==> src/rtl/pc_fetch_pkg.sv <==
`default_nettype none
// ============================================================================
// Module      : pc_fetch_pkg
// Description : Shared types and default parameters for the PC / instruction
//               fetch sequencer and its optional performance counters.
// Revision    : 1.0 - initial release
// ============================================================================
package pc_fetch_pkg;

  // Default configuration values for pc_fetch_unit.
  localparam int unsigned c_def_addr_w   = 16;
  localparam int unsigned c_def_instr_w  = 16;
  localparam int unsigned c_def_reset_pc = 0;

  // Width of each optional performance counter.
  localparam int unsigned c_perf_cnt_w   = 16;

  // Fetch sequencer states.
  typedef enum logic [1:0] {
    S_IDLE = 2'd0,
    S_REQ  = 2'd1,
    S_WAIT = 2'd2,
    S_OUT  = 2'd3
  } fetch_state_t;

endpackage : pc_fetch_pkg
`default_nettype wire

==> src/rtl/pc_fetch_perf_cnt.sv <==
`default_nettype none
// ============================================================================
// Module      : pc_fetch_perf_cnt
// Description : Pair of saturating event counters for the fetch unit.
//               Only built when PC_FETCH_PERF_CNT_EN is defined.
// Ports       : clk, rst_n        - clock, async active-low reset
//               fetch_evt         - one instruction handshake this cycle
//               redirect_evt      - one redirect cycle (outside S_IDLE)
//               fetch_cnt         - saturating count of fetch_evt
//               redirect_cnt      - saturating count of redirect_evt
// Revision    : 1.0 - initial release
// ============================================================================
module pc_fetch_perf_cnt
  import pc_fetch_pkg::*;
#(
  parameter int unsigned CNT_W = c_perf_cnt_w
) (
  input  logic             clk,
  input  logic             rst_n,
  input  logic             fetch_evt,
  input  logic             redirect_evt,
  output logic [CNT_W-1:0] fetch_cnt,
  output logic [CNT_W-1:0] redirect_cnt
);

  logic [CNT_W-1:0] r_fetch_cnt;
  logic [CNT_W-1:0] r_redirect_cnt;

  // Counters stick at all-ones instead of wrapping.
  always_ff @(posedge clk or negedge rst_n) begin
    if (!rst_n) begin
      r_fetch_cnt    <= '0;
      r_redirect_cnt <= '0;
    end else begin
      if (fetch_evt && (r_fetch_cnt != '1)) begin
        r_fetch_cnt <= r_fetch_cnt + CNT_W'(1);
      end
      if (redirect_evt && (r_redirect_cnt != '1)) begin
        r_redirect_cnt <= r_redirect_cnt + CNT_W'(1);
      end
    end
  end

  assign fetch_cnt    = r_fetch_cnt;
  assign redirect_cnt = r_redirect_cnt;

endmodule : pc_fetch_perf_cnt
`default_nettype wire

==> src/rtl/pc_fetch_unit.sv <==
`default_nettype none
// ============================================================================
// Module      : pc_fetch_unit
// Description : Program counter and single-outstanding instruction fetch
//               sequencer. Issues one memory request at a time, hands each
//               fetched word to decode over valid/ready, and squashes
//               wrong-path work when pc_write_enabled redirects the PC.
// Ports       : clk, rst_n                  - clock, async active-low reset
//               pc_write_enabled, branch_target - redirect from branch compare
//               imem_req_valid/ready/addr    - fetch request channel
//               imem_rsp_valid/data          - fetch response channel
//               instr_valid/ready/data/pc    - decode channel
//               perf_fetch_cnt, perf_redirect_cnt (only with macro below)
// Config      : define PC_FETCH_PERF_CNT_EN to add the performance counters.
// Revision    : 1.0 - initial release
// ============================================================================
module pc_fetch_unit
  import pc_fetch_pkg::*;
#(
  parameter int unsigned ADDR_W   = c_def_addr_w,
  parameter int unsigned INSTR_W  = c_def_instr_w,
  parameter int unsigned RESET_PC = c_def_reset_pc
) (
  input  logic               clk,
  input  logic               rst_n,
  input  logic               pc_write_enabled,
  input  logic [ADDR_W-1:0]  branch_target,
  output logic               imem_req_valid,
  input  logic               imem_req_ready,
  output logic [ADDR_W-1:0]  imem_req_addr,
  input  logic               imem_rsp_valid,
  input  logic [INSTR_W-1:0] imem_rsp_data,
  output logic               instr_valid,
  input  logic               instr_ready,
  output logic [INSTR_W-1:0] instr_data,
  output logic [ADDR_W-1:0]  instr_pc
`ifdef PC_FETCH_PERF_CNT_EN
  ,
  output logic [c_perf_cnt_w-1:0] perf_fetch_cnt,
  output logic [c_perf_cnt_w-1:0] perf_redirect_cnt
`endif
);

  localparam logic [ADDR_W-1:0] c_reset_pc = ADDR_W'(RESET_PC);

  fetch_state_t       r_state;
  fetch_state_t       w_state_nxt;
  logic [ADDR_W-1:0]  r_pc;
  logic [ADDR_W-1:0]  w_pc_nxt;
  logic               r_drop;
  logic               w_drop_nxt;
  logic [INSTR_W-1:0] r_instr_data;
  logic [INSTR_W-1:0] w_instr_data_nxt;
  logic [ADDR_W-1:0]  r_instr_pc;
  logic [ADDR_W-1:0]  w_instr_pc_nxt;

  // --------------------------------------------------------------------------
  // State register
  // --------------------------------------------------------------------------
  always_ff @(posedge clk or negedge rst_n) begin
    if (!rst_n) begin
      r_state      <= S_IDLE;
      r_pc         <= c_reset_pc;
      r_drop       <= 1'b0;
      r_instr_data <= '0;
      r_instr_pc   <= '0;
    end else begin
      r_state      <= w_state_nxt;
      r_pc         <= w_pc_nxt;
      r_drop       <= w_drop_nxt;
      r_instr_data <= w_instr_data_nxt;
      r_instr_pc   <= w_instr_pc_nxt;
    end
  end

  // --------------------------------------------------------------------------
  // Next-state and handshake outputs. Both valids are masked by the redirect
  // input combinationally so nothing on the wrong path transfers in the
  // redirect cycle itself.
  // --------------------------------------------------------------------------
  always_comb begin
    w_state_nxt      = r_state;
    w_pc_nxt         = r_pc;
    w_drop_nxt       = r_drop;
    w_instr_data_nxt = r_instr_data;
    w_instr_pc_nxt   = r_instr_pc;
    imem_req_valid   = 1'b0;
    instr_valid      = 1'b0;

    case (r_state)
      S_IDLE: begin
        // Redirects are ignored here; the first fetch always starts at reset PC.
        w_state_nxt = S_REQ;
      end

      S_REQ: begin
        imem_req_valid = !pc_write_enabled;
        if (pc_write_enabled) begin
          w_pc_nxt = branch_target;
        end else if (imem_req_ready) begin
          w_state_nxt = S_WAIT;
        end
      end

      S_WAIT: begin
        if (imem_rsp_valid) begin
          w_drop_nxt = 1'b0;
          if (pc_write_enabled) begin
            // Response lands in the redirect cycle: discard it, fetch target.
            w_pc_nxt    = branch_target;
            w_state_nxt = S_REQ;
          end else if (r_drop) begin
            // Stale response from before an earlier redirect; pc already
            // holds the target.
            w_state_nxt = S_REQ;
          end else begin
            w_instr_data_nxt = imem_rsp_data;
            w_instr_pc_nxt   = r_pc;
            w_pc_nxt         = r_pc + ADDR_W'(1);
            w_state_nxt      = S_OUT;
          end
        end else if (pc_write_enabled) begin
          // Request still in flight: remember to throw its response away.
          w_drop_nxt = 1'b1;
          w_pc_nxt   = branch_target;
        end
      end

      S_OUT: begin
        instr_valid = !pc_write_enabled;
        if (pc_write_enabled) begin
          w_pc_nxt    = branch_target;
          w_state_nxt = S_REQ;
        end else if (instr_ready) begin
          w_state_nxt = S_REQ;
        end
      end

      default: begin
        w_state_nxt = S_IDLE;
      end
    endcase
  end

  assign imem_req_addr = r_pc;
  assign instr_data    = r_instr_data;
  assign instr_pc      = r_instr_pc;

  // --------------------------------------------------------------------------
  // Optional performance counters
  // --------------------------------------------------------------------------
`ifdef PC_FETCH_PERF_CNT_EN
  pc_fetch_perf_cnt #(
    .CNT_W (c_perf_cnt_w)
  ) u_perf_cnt (
    .clk          (clk),
    .rst_n        (rst_n),
    .fetch_evt    (instr_valid && instr_ready),
    .redirect_evt (pc_write_enabled && (r_state != S_IDLE)),
    .fetch_cnt    (perf_fetch_cnt),
    .redirect_cnt (perf_redirect_cnt)
  );
`else
  // No performance counters in this build.
`endif

endmodule : pc_fetch_unit
`default_nettype wire

==> config.mk <==
export PLATFORM = sky130hd
export DESIGN_NAME = pc_fetch_unit
export DESIGN_NICKNAME = d
export VERILOG_FILES = /design/src/rtl/pc_fetch_pkg.sv /design/src/rtl/pc_fetch_perf_cnt.sv /design/src/rtl/pc_fetch_unit.sv
export SDC_FILE = /design/constraint.sdc
export NUM_CORES = 1
export LEC_CHECK = 0
export BUFFER_PORTS_ARGS = -buffer_cell sky130_fd_sc_hd__buf_2
export CAP_MARGIN = 5
export CORE_UTILIZATION = 53
export CTS_CLUSTER_SIZE = 30
export DETAILED_ROUTE_END_ITERATION = 8
export PLACE_DENSITY_LB_ADDON = 0.25
export SLEW_MARGIN = 20
export SYNTH_ARGS = -nofsm -noshare
export SYNTH_HDL_FRONTEND = slang
export SYNTH_SLANG_ARGS = --single-unit
==> constraint.sdc <==
create_clock -name clk -period 3.7 [get_ports clk]
set_input_delay 0 -clock clk [delete_from_list [all_inputs] [get_ports clk]]
set_output_delay 0 -clock clk [all_outputs]
set_load 0.005 [all_outputs]
-- Word-level counts from Yosys, hierarchy flattened
Cells that the tools add are included.
W data, S select, Z words.
- bitwise logic cells: 2
- add/subtract/negate cells: 1
- multiplexer cells: 17
- reduce and logical (&&, ||, !) cells: 9
- equality and inequality tests: 8
- operator list (cell ; number):
    $mux W16 ; 4
    $pmux W16 S2 ; 1
    $add A16 B1 Y16 const B ; 1
    $mux W2 ; 7
    $pmux W2 S4 ; 1
    $reduce_and A4 Y1 ; 2
    $ne A2 B2 Y1 const B ; 3
    $eq A2 B2 Y1 const B ; 2
    $mux W1 ; 4
    $ne A4 B4 Y1 const B ; 1
    $reduce_and A2 Y1 ; 2
    $reduce_bool A2 Y1 ; 2
    $ne A3 B3 Y1 const B ; 1
    $eq A2 B1 Y1 const B ; 1
    $logic_not A2 Y1 ; 1
    $not A1 Y1 ; 2
    $reduce_or A2 Y1 ; 1
    $logic_not A1 Y1 ; 1
- output and inout bits: 50
- input bits: 38
- register bits after elaboration: 51

-- Logic depth before layout (Yosys ltp)
Gate-level depths: netlist (run 1).
- word-level depth: 5
- gate-level depth with buffers: 7
- mapped depth without buffers: 6

-- Worst setup path before layout (run 1)
OpenSTA, ideal clock, no wires.
- kind: flip-flop to flip-flop
- from: reg r_state[0]
- to: reg r_pc[9], in the netlist imem_req_addr[9]
- buffers on the path: 1
- required time: 3563 ps
- stages on the path, launching flop included: 7
- library setup time: 137 ps
- path slack: 1796 ps
- arrival: 1767 ps
- period minus slack after synthesis: 1904 ps
- path through: dfrtp_1 -> ha_1 -> or3b_1 -> buf_2 -> nor4_1 -> o2bb2ai_1 -> a21oi_1
- word-level cells in the longest chain between the ends: 4
- elaborated cells on any way between the ends: 8
- those cells by class: eq/ne: 4; mux: 1; reduce/logical: 3
- ends and longest elaborated chain (what ; line ; text):
    start, declared ; pc_fetch_unit.sv:46 ; fetch_state_t r_state;
    start signal, assigned ; pc_fetch_unit.sv:68 ; r_state <= w_state_nxt;
    $eq A2 B2 Y1 / $eq A2 B1 Y1 (equally long branches) ; pc_fetch_unit.sv:90 ; case (r_state)
    $reduce_or A2 Y1 (no source line) ; n/a ;
    $reduce_bool A2 Y1 (no source line) ; n/a ;
    $reduce_and A2 Y1 (no source line) ; n/a ;
    end signal, assigned ; pc_fetch_unit.sv:63 ; r_pc <= c_reset_pc;
    end signal, assigned ; pc_fetch_unit.sv:69 ; r_pc <= w_pc_nxt;
    end, declared ; pc_fetch_unit.sv:48 ; logic [ADDR_W-1:0] r_pc;
Several ways; a longest one is shown, not always the timed one.
A chain may end at the register's enable or synchronous reset.

-- Worst setup path after layout (run 1)
- from: reg r_state[1]
- to: reg r_pc[14], in the netlist imem_req_addr[14]
Same word-level chain as after synthesis.

==> results.ini, run 1 <==
[grt]
overflow = 0
grt_max_degree = 52
gr-usage-all-layers_pct = 26.6
antenna_found_initial = 0
grt_pass1_vias = 2119
grt_pass1_wl_um = 10400

[drt]
route.detailed.drc = 10
wire_per_inst_um = 16.1
num_vias = 2256
postRouteAntennaNets = 0
firstDrtPassIters = 7
wl_um = 6220
drtIter0Drc = 221
via_per_inst = 5.84

[logic_synthesis]
post-synth-top-area-fraction_pct = 51.0
synth_nets = 264
yosysSeqAreaShare_pct = 51.0
synthDistinctLibCells = 46
avgSynthCellArea_um2 = 11.3
post-synth-top-area-cell = dfrtp_1
async_flop_share_pct = 100
synth-seq-cells = 51
ys.flop_type = dfrtp_1
synth_edf_count = 0
syn_area_um2 = 2500
yosys-top-cells-area = dfrtp_1 (51%), mux2_2 (14%), a21oi_1 (3.2%)
ys_warn_count = 0
synth_most_common_cell = dfrtp_1
synthCells = 221
ys_top_cells_by_count = dfrtp_1 (51), mux2_2 (32), a21oi_1 (16)

[timing]
skew_ns = 0.00233
rsz0062_at_grt = no
relSlewSlack_pct = 56.7
hold_viol_final = 0
finalMaxSlewViolations = 0
setup_viol = 0
min_period_ns = 2.31
worst_pin_slew_ns = 0.650
fmax_mhz = 432
setup_tns_ns = 0
finalCritPeriodShare_pct = 62.6

[placement]
gp_congestion = 0.831
dp_hpwl_um = 4110
io_buffers = 87

[cts]
cts_sinks = 51
htree_levels = 2
insertion_delay_ns = 0.31
cts_setup_buffers = 0
postCtsResizedCells = 0
root_buffer = clkbuf_8
clockBufferDepth = 2
tritoncts = yes
cts.clk_slew.worst_paths_ns = 0.10
numCtsBuffers = 5

[critical_path]
worstSetupPathType = register to register
worstPathRequired_ns = 3.90
start_kind = register
worstPathArrival_ns = 2.51
crit_path_max_fanout = 12
r2r_cells = 6
worstSetupEndpointType = register

[job]
cap_violations = 0

[finish]
syn_to_final_growth_pct = 33.9
fillers = 321
fin_nets = 376
ff_latch_area_um2 = 1280
post-route-util_pct = 75.4
drive_gt1_share_pct = 40.4
antenna_cells = 0
multi_input_area_um2 = 1160

[floorplan]
start_util_pct = 56.3
coreArea_um2 = 4440
io_pins = 88
num_rows = 24
die_x_um = 70.7
chipHeight_um = 70.7
die_area_um2 = 5000

[min_path]
worstHoldPathType = input pin to register
hold_depth = 3

[power]
power_density_nw_per_um2 = 680
vdd_drop_max_uv = 357
p_leak_nw = 1.60

[run_status]
violations = design-rule violations
status = complete, but fails checks

[stage by stage]
step                      total power (W)  hold WS (ns)  area [um^2]  worst slack, ns  std cells
final                             0.00228       0.00650         3350             1.39        386
after global placement            0.00188         0.208         2970             1.54        350
after detailed placement          0.00191        0.0751         2970             1.45        350
after global routing              0.00244       0.00551         3350             1.27        386
after CTS                         0.00228      0.000160         3350             1.43        386
after floorplan                   0.00151        -0.296         2500             1.80        221
[routing by layer]
layer | track usage, % | wire length (um)
met3 | 4.84 | 341
met1 | 35.5 | 2730
met2 | 44.7 | 3040
met5 | 0 | 0
met4 | 8.44 | 106
[cells by family after synthesis]
logic type | after synthesis | synth area share, %
DFF | 51 | 51.0
buffers and inverters | 18 | 3.05
and+or+nand+nor | 60 | 14.0
adders and majority gates | 5 | 2.50
muxes | 33 | 14.8
AOI/OAI and AO/OA | 54 | 14.7
[final timing paths]
kind,end,slack [ns],from
max in group asynchronous,instr_pc[10],3.01,rst_n
hold / removal,imem_req_addr[5],0.007,branch_target[5]
setup reg to reg,imem_req_addr[14],1.39,r_state[1]
hold reg to reg,instr_data[11],0.51,instr_data[11]
min in group asynchronous,instr_pc[12],0.24,rst_n
setup / recovery,imem_req_addr[14],1.39,r_state[1]
[flip-flops by register name, summed over array words and instances (netlist names)]
signal / count
imem_req_addr: 16
instr_data: 16
instr_pc: 16
r_state: 2
r_drop: 1
[critical path: stages, from the launching register on]
cell and delay [ns]:
dfrtp_1 0.39, inv_1 0.09, ha_1 0.26, or3b_1 0.58
nor3_2 0.46, a31oi_1 0.14, a221o_1 0.27
[repair_timing]
item,CTS,global route
endpoints found under the hold margin,78,0
endpoints found under the setup margin,0,0
hold buffers,28,0
[area by class of cell]
class                   instances  area share (%)
flip-flops and latches         51            38.1
multi-input cells             152            34.5
repair buffers                117            21.9
clock buffers                   6            2.46
well taps                      52            1.94
inverters                       6           0.672
clock inverters                 2           0.485
[report_power, final]
part | internal (W) | total, W | switching (W)
registers | 0.000805 | 0.00102 | 0.000211
clock network | 0.000153 | 0.000349 | 0.000196
logic | 0.000474 | 0.000917 | 0.000442
[cells in the final DEF (no fill, tap or decap), drive strengths merged, types with 2 or more instances in the layout]
master       synthesis  layout
a2bb2oi              2       2
o22ai                5       5
ha                   5       5
nor3                 6       6
and2b                2       2
nor4                 5       5
nand4                5       5
o41ai                2       2
buf                  5      89
nand2b               2       2
nor3b                3       3
inv                  6       6
a211oi               4       4
nor2b                3       3
nand2               12      12
a31oi                2       2
mux2                32      32
nor2                 8       8
or4                  2       2
dfrtp               51      51
o2bb2ai              5       5
clkbuf               7       6
and3                 3       3
dlygate4sd3          0      28
o21ai                8       8
a21oi               16      16
nand3                3       3
a41o                 2       2
(Power assumes the default switching activity.)
==> run 2, diff against run 1 <==
- CORE_UTILIZATION: 53 -> 50
- clock period: 3.7 -> 2.3 ns (I/O delays scaled with it)
==> run 2 against run 1 <==
Compared with the run above: the flow now finishes without violations; global-route usage decreased by 2.2 points; count of clock-buffer cells in the layout decreased by 1; register-to-register slack got worse by 1.3 ns; worst setup slack got worse by 1.3 ns; wire length decreased by 2.1%; flip-flop and latch count unchanged; worst hold slack improved by 0.0074 ns; non-clock buffer count increased by 4; sequential power increased by 60%; critical path type unchanged; largest power group unchanged.
==> results.ini, run 2 (synthesized netlist as in run 1, its figures left out) <==
[power]
vdd_drop_max_uv = 501  ; was 357 uV
p_leak_nw = 1.62  ; was 1.60 nW
p_total_w = 0.00361  ; was 0.00228 W
power_density_nw_per_um2 = 1070  ; was 680 nW/um^2

[cts]
insertion_delay_ns = 0.30  ; was 0.31 ns
tritoncts = yes  ; unchanged
numCtsBuffers = 5  ; unchanged
postCtsResizedCells = 0  ; unchanged
cts_setup_buffers = 0  ; unchanged
clockBufferDepth = 2  ; unchanged
holdBufCountCts = 26  ; was 28
cts.clk_slew.worst_paths_ns = 0.09  ; was 0.10 ns
htree_levels = 2  ; unchanged
cts_sinks = 51  ; unchanged
root_buffer = clkbuf_8  ; unchanged

[grt]
overflow = 0  ; unchanged
grt_pass1_wl_um = 9920  ; was 10400 um
grt_use_met2_pct = 41.5  ; was 44.7%
grt_util_met1_pct = 30.9  ; was 35.5%
grt_pass1_vias = 2095  ; was 2119
antenna_found_initial = 0  ; unchanged
grt_max_degree = 42  ; was 52
gr-usage-all-layers_pct = 24.5  ; was 26.6%
grt-busiest-layer = met2  ; unchanged
grtUsageMet3_pct = 5.11  ; was 4.84%

[drt]
postRouteAntennaNets = 0  ; unchanged
drtIter0Drc = 63  ; was 221
firstDrtPassIters = 4  ; was 7
num_vias = 2284  ; was 2256
via_per_inst = 5.65  ; was 5.84
wire_per_inst_um = 15.1  ; was 16.1 um
wl_um = 6090  ; was 6220 um
route.detailed.drc = 0  ; was 10

[placement]
io_buffers = 87  ; unchanged
gp_congestion = 0.886  ; was 0.831
dp_hpwl_um = 4160  ; was 4110 um
dp_cells = 371  ; was 350

[min_path]
worstHoldStart = branch_target[12]  ; was branch_target[5]
hold_depth = 3  ; unchanged
worstHoldPathType = input pin to register  ; unchanged
holdPathEnd = imem_req_addr[12]  ; was imem_req_addr[5]

[finish]
final_common_cell = buf_2  ; unchanged
drive_gt1_share_pct = 41.5  ; was 40.4%
syn_to_final_growth_pct = 35.0  ; was 33.9%
finalNonFillerCells = 404  ; was 386
fin_nets = 380  ; was 376
final_cell_mix = buf_2 (87), dfrtp_1 (51), mux2_2 (32)  ; was buf_2 (86), dfrtp_1 (51), mux2_2 (32)
antenna_cells = 0  ; unchanged

[floorplan]
start_util_pct = 52.6  ; was 56.3%
chipHeight_um = 72.7  ; was 70.7 um
die_area_um2 = 5290  ; was 5000 um^2
num_rows = 25  ; was 24
die_x_um = 72.7  ; was 70.7 um
io_pins = 88  ; unchanged
coreArea_um2 = 4750  ; was 4440 um^2

[critical_path]
worstPathArrival_ns = 2.37  ; was 2.51 ns
cpMaxStageDelayCell = or3b_1  ; unchanged
cp_slowest_stage_delay_ns = 0.60  ; was 0.58 ns
r2r-end = imem_req_addr[11]  ; was imem_req_addr[14]
crit_path_max_fanout = 12  ; unchanged
path_cells = inv_1, ha_1, or3b_1, nor4_1, nand4_1, o221a_2  ; was inv_1, ha_1, or3b_1, nor3_2, a31oi_1, a221o_1
start_kind = register  ; unchanged
worstPathRequired_ns = 2.49  ; was 3.90 ns
cp.buffers_inverters = 1  ; unchanged
crit_family = simple AND/OR/NAND/NOR gates  ; unchanged
r2r-start = r_state[1]  ; unchanged
r2r_cells = 6  ; unchanged
r2r_slack_ns = 0.12  ; was 1.39 ns
worstSetupPathType = register to register  ; unchanged
worstSetupEndpointType = register  ; unchanged

[job]
cap_violations = 0  ; unchanged

[timing]
rsz0062_at_grt = no  ; unchanged
setup_viol = 0  ; unchanged
skew_ns = 0.00412  ; was 0.00233 ns
finalCritPeriodShare_pct = 94.6  ; was 62.6%
worst_pin_slew_ns = 0.913  ; was 0.650 ns
min_period_ns = 2.18  ; was 2.31 ns
relSlewSlack_pct = 39.1  ; was 56.7%
finalMaxSlewViolations = 0  ; unchanged
setup_tns_ns = 0  ; unchanged
hold_viol_final = 0  ; unchanged
fmax_mhz = 460  ; was 432 MHz

[run_status]
status = completed  ; was complete, but fails checks

## run 2: power breakdown
part | internal, W | switching [W] | total, W
clock | 0.000209 | 0.000288 | 0.000497
combinational | 0.000771 | 0.000707 | 0.00148
sequential | 0.00130 | 0.000337 | 0.00163
## run 2: through the flow
| stage | cell area (um^2) | hold WS, ns | worst slack, ns | util [%] |
|---|---|---|---|---|
| 4_1_cts | 3380 | 0.00678 | 0.140 | 71.0 |
| 3_5_place_dp | 3030 | 0.184 | 0.157 | 63.8 |
| 5_1_grt | 3380 | 0.0188 | 0.0213 | 71.0 |
| 3_3_place_gp | 3030 | 0.181 | 0.256 | 63.8 |
| 2_1_floorplan | 2500 | -0.296 | 0.396 | - |
| 6_report | 3380 | 0.0139 | 0.125 | 71.0 |
## run 2: how the worst max path moves through the flow
stage / startpoint / to / slack, ns / cells past startpoint
2_1_floorplan: r_state[0] / imem_req_addr[9] / 0.40 / 6
3_3_place_gp: r_state[1] / imem_req_addr[11] / 0.26 / 6
3_5_place_dp: r_state[1] / imem_req_addr[11] / 0.16 / 6
4_1_cts: r_state[1] / imem_req_addr[11] / 0.14 / 6
5_1_grt: r_state[1] / imem_req_addr[7] / 0.02 / 6
6_report: r_state[1] / imem_req_addr[11] / 0.12 / 6
## run 2: worst min-delay path, stage by stage
cell,delay (ns)
buf_2,0.10
o22ai_1,0.10
nor3b_1,0.07
## run 2: area by class of cell
type | instances | area, um^2
clock buffers | 5 | 68.8
fillers | 382 | 1380
flip-flops and latches | 51 | 1280
multi-input cells | 152 | 1160
well taps | 67 | 83.8
inverters | 6 | 22.5
repair buffers | 121 | 756
clock inverters | 2 | 13.8
## run 2: per-layer routing
layer | wire (um) | share of wire [%]
met5 | 0 | 0
met4 | 96 | 1.6
met3 | 287 | 4.7
met2 | 3110 | 51
met1 | 2600 | 43
==> run 3, diff against run 2 <==
- CAP_MARGIN: 5 -> default
- PLACE_DENSITY: default -> 0.78
- PLACE_DENSITY_LB_ADDON: 0.25 -> default
==> run 3 against run 2 <==
Compared with the run above: sequential power about the same; flip-flop and latch count unchanged; count of clock-buffer cells in the layout increased by 2; worst setup slack improved by 0.17 ns; final cell count decreased by 0.74%; cell area decreased by 0.22%; die area unchanged; combinational power about the same; total power increased by 3.4%; via count decreased by 0.35%; utilization decreased by 0.16 points; global-route usage increased by 1.4 points; largest cell class unchanged.
==> results.ini, run 3 (synthesized netlist as in run 1, its figures left out) <==
[timing]
finalMaxSlewViolations = 0  ; unchanged
skew_ns = 0.00390  ; was 0.00412 ns
rsz0062_at_grt = no  ; unchanged
min_period_ns = 2.01  ; was 2.18 ns
setup_tns_ns = 0  ; unchanged
finalCritPeriodShare_pct = 87.3  ; was 94.6%
setup_viol = 0  ; unchanged
relSlewSlack_pct = 60.5  ; was 39.1%
worst_pin_slew_ns = 0.592  ; was 0.913 ns
hold_viol_final = 0  ; unchanged
fmax_mhz = 498  ; was 460 MHz

[cts]
clockBufferDepth = 2  ; unchanged
tritoncts = yes  ; unchanged
insertion_delay_ns = 0.31  ; was 0.30 ns
numCtsBuffers = 5  ; unchanged
htree_levels = 2  ; unchanged
cts_sinks = 51  ; unchanged
cts.clk_slew.worst_paths_ns = 0.09  ; about the same
root_buffer = clkbuf_8  ; unchanged

[placement]
gp_congestion = 0.848  ; was 0.886
dp_hpwl_um = 4280  ; was 4160 um
io_buffers = 87  ; unchanged
placed_cell_area_um2 = 3030  ; about the same
dp_cells = 370  ; was 371

[floorplan]
io_pins = 88  ; unchanged
num_rows = 25  ; unchanged
die_x_um = 72.7  ; unchanged
coreArea_um2 = 4750  ; unchanged
die_area_um2 = 5290  ; unchanged
start_util_pct = 52.6  ; unchanged
chipHeight_um = 72.7  ; unchanged

[finish]
final_common_cell = buf_2  ; unchanged
finalNonFillerCells = 401  ; was 404
drive_gt1_share_pct = 42.5  ; was 41.5%
design_area_um2 = 3370  ; was 3380 um^2
final_cell_mix = buf_2 (87), dfrtp_1 (51), mux2_2 (32)  ; unchanged
antenna_cells = 0  ; unchanged
syn_to_final_growth_pct = 34.6  ; was 35.0%
fin_nets = 376  ; was 380

[critical_path]
worstSetupEndpointType = register  ; unchanged
r2r_cells = 6  ; unchanged
start_kind = register  ; unchanged
crit_path_max_fanout = 4  ; was 12
worstPathArrival_ns = 2.26  ; was 2.37 ns
worstPathRequired_ns = 2.55  ; was 2.49 ns
worstSetupPathType = register to register  ; unchanged

[power]
power_density_nw_per_um2 = 1110  ; was 1070 nW/um^2
p_total_w = 0.00373  ; was 0.00361 W
p_leak_nw = 1.61  ; was 1.62 nW
vdd_drop_max_uv = 585  ; was 501 uV

[min_path]
worstHoldPathType = input pin to register  ; unchanged
hold_depth = 3  ; unchanged

[drt]
wire_per_inst_um = 16.6  ; was 15.1 um
route.detailed.drc = 0  ; unchanged
wl_um = 6660  ; was 6090 um
firstDrtPassIters = 4  ; unchanged
drtIter0Drc = 128  ; was 63
via_per_inst = 5.68  ; was 5.65
num_vias = 2276  ; was 2284
postRouteAntennaNets = 0  ; unchanged

[grt]
gr-usage-all-layers_pct = 25.8  ; was 24.5%
overflow = 0  ; unchanged
grt_pass1_wl_um = 10400  ; was 9920 um
grt_pass1_vias = 2123  ; was 2095
antenna_found_initial = 0  ; unchanged
grt_max_degree = 28  ; was 42

[run_status]
status = completed  ; unchanged

[job]
cap_violations = 0  ; unchanged

==> run 3: report_power, final <==
group,internal [W],switching (W),total [W]
logic,0.000774,0.000739,0.00151
clock network,0.000274,0.000296,0.000570
registers,0.00130,0.000353,0.00165
total,0.00234,0.00139,0.00373
==> run 3: repair_timing <==
| item | in CTS | in global routing |
|---|---|---|
| buffers inserted | 0 | 0 |
| resized for setup | 0 | 2 |
| setup endpoints to repair | 0 | 1 |
| hold buffers | 23 | 0 |
| hold endpoints to repair | 48 | 0 |
==> run 3: worst paths after layout <==
path | from | endpoint | slack, ns
min in group asynchronous | rst_n | instr_data[13] | 0.22
min | branch_target[6] | imem_req_addr[6] | 0.003
max in group asynchronous | rst_n | instr_pc[9] | 1.31
max reg2reg | r_state[0] | imem_req_addr[13] | 0.29
min reg2reg | instr_data[5] | instr_data[5] | 0.51
max | r_state[0] | imem_req_addr[13] | 0.29
==> run 3: cell type report <==
type | count | area (um^2)
Sequential cell | 51 | 1280
Clock inverter | 1 | 7.51
Clock buffer | 7 | 96.3
Timing Repair Buffer | 117 | 718
Tap cell | 67 | 83.8
Multi-Input combinational cell | 152 | 1160
Inverter | 6 | 22.5
Fill cell | 380 | 1390
==> run 3: critical path: stages (launching register included) <==
cell and delay (ns):
dfrtp_1 0.39, inv_1 0.08, ha_1 0.24, and4b_4 0.21
or4_4 0.53, or4_1 0.41, nand3_1 0.09
==> run 3: stage by stage <==
step / setup WS (ns) / hold WS, ns / utilization, %
after global routing: 0.141 / 0.0166 / 70.9
after floorplan: 0.396 / -0.296 / -
after detailed placement: 0.165 / 0.0318 / 63.7
after CTS: 0.144 / 0.000116 / 70.7
after global placement: 0.267 / 0.0287 / 63.7
final: 0.292 / 0.00269 / 70.9
==> run 3: layer usage <==
layer	GRT usage [%]	share of wire [%]
met1	34.6	43
met2	42.6	48
met3	3.87	6.5
met4	9.59	2.0
met5	0	0
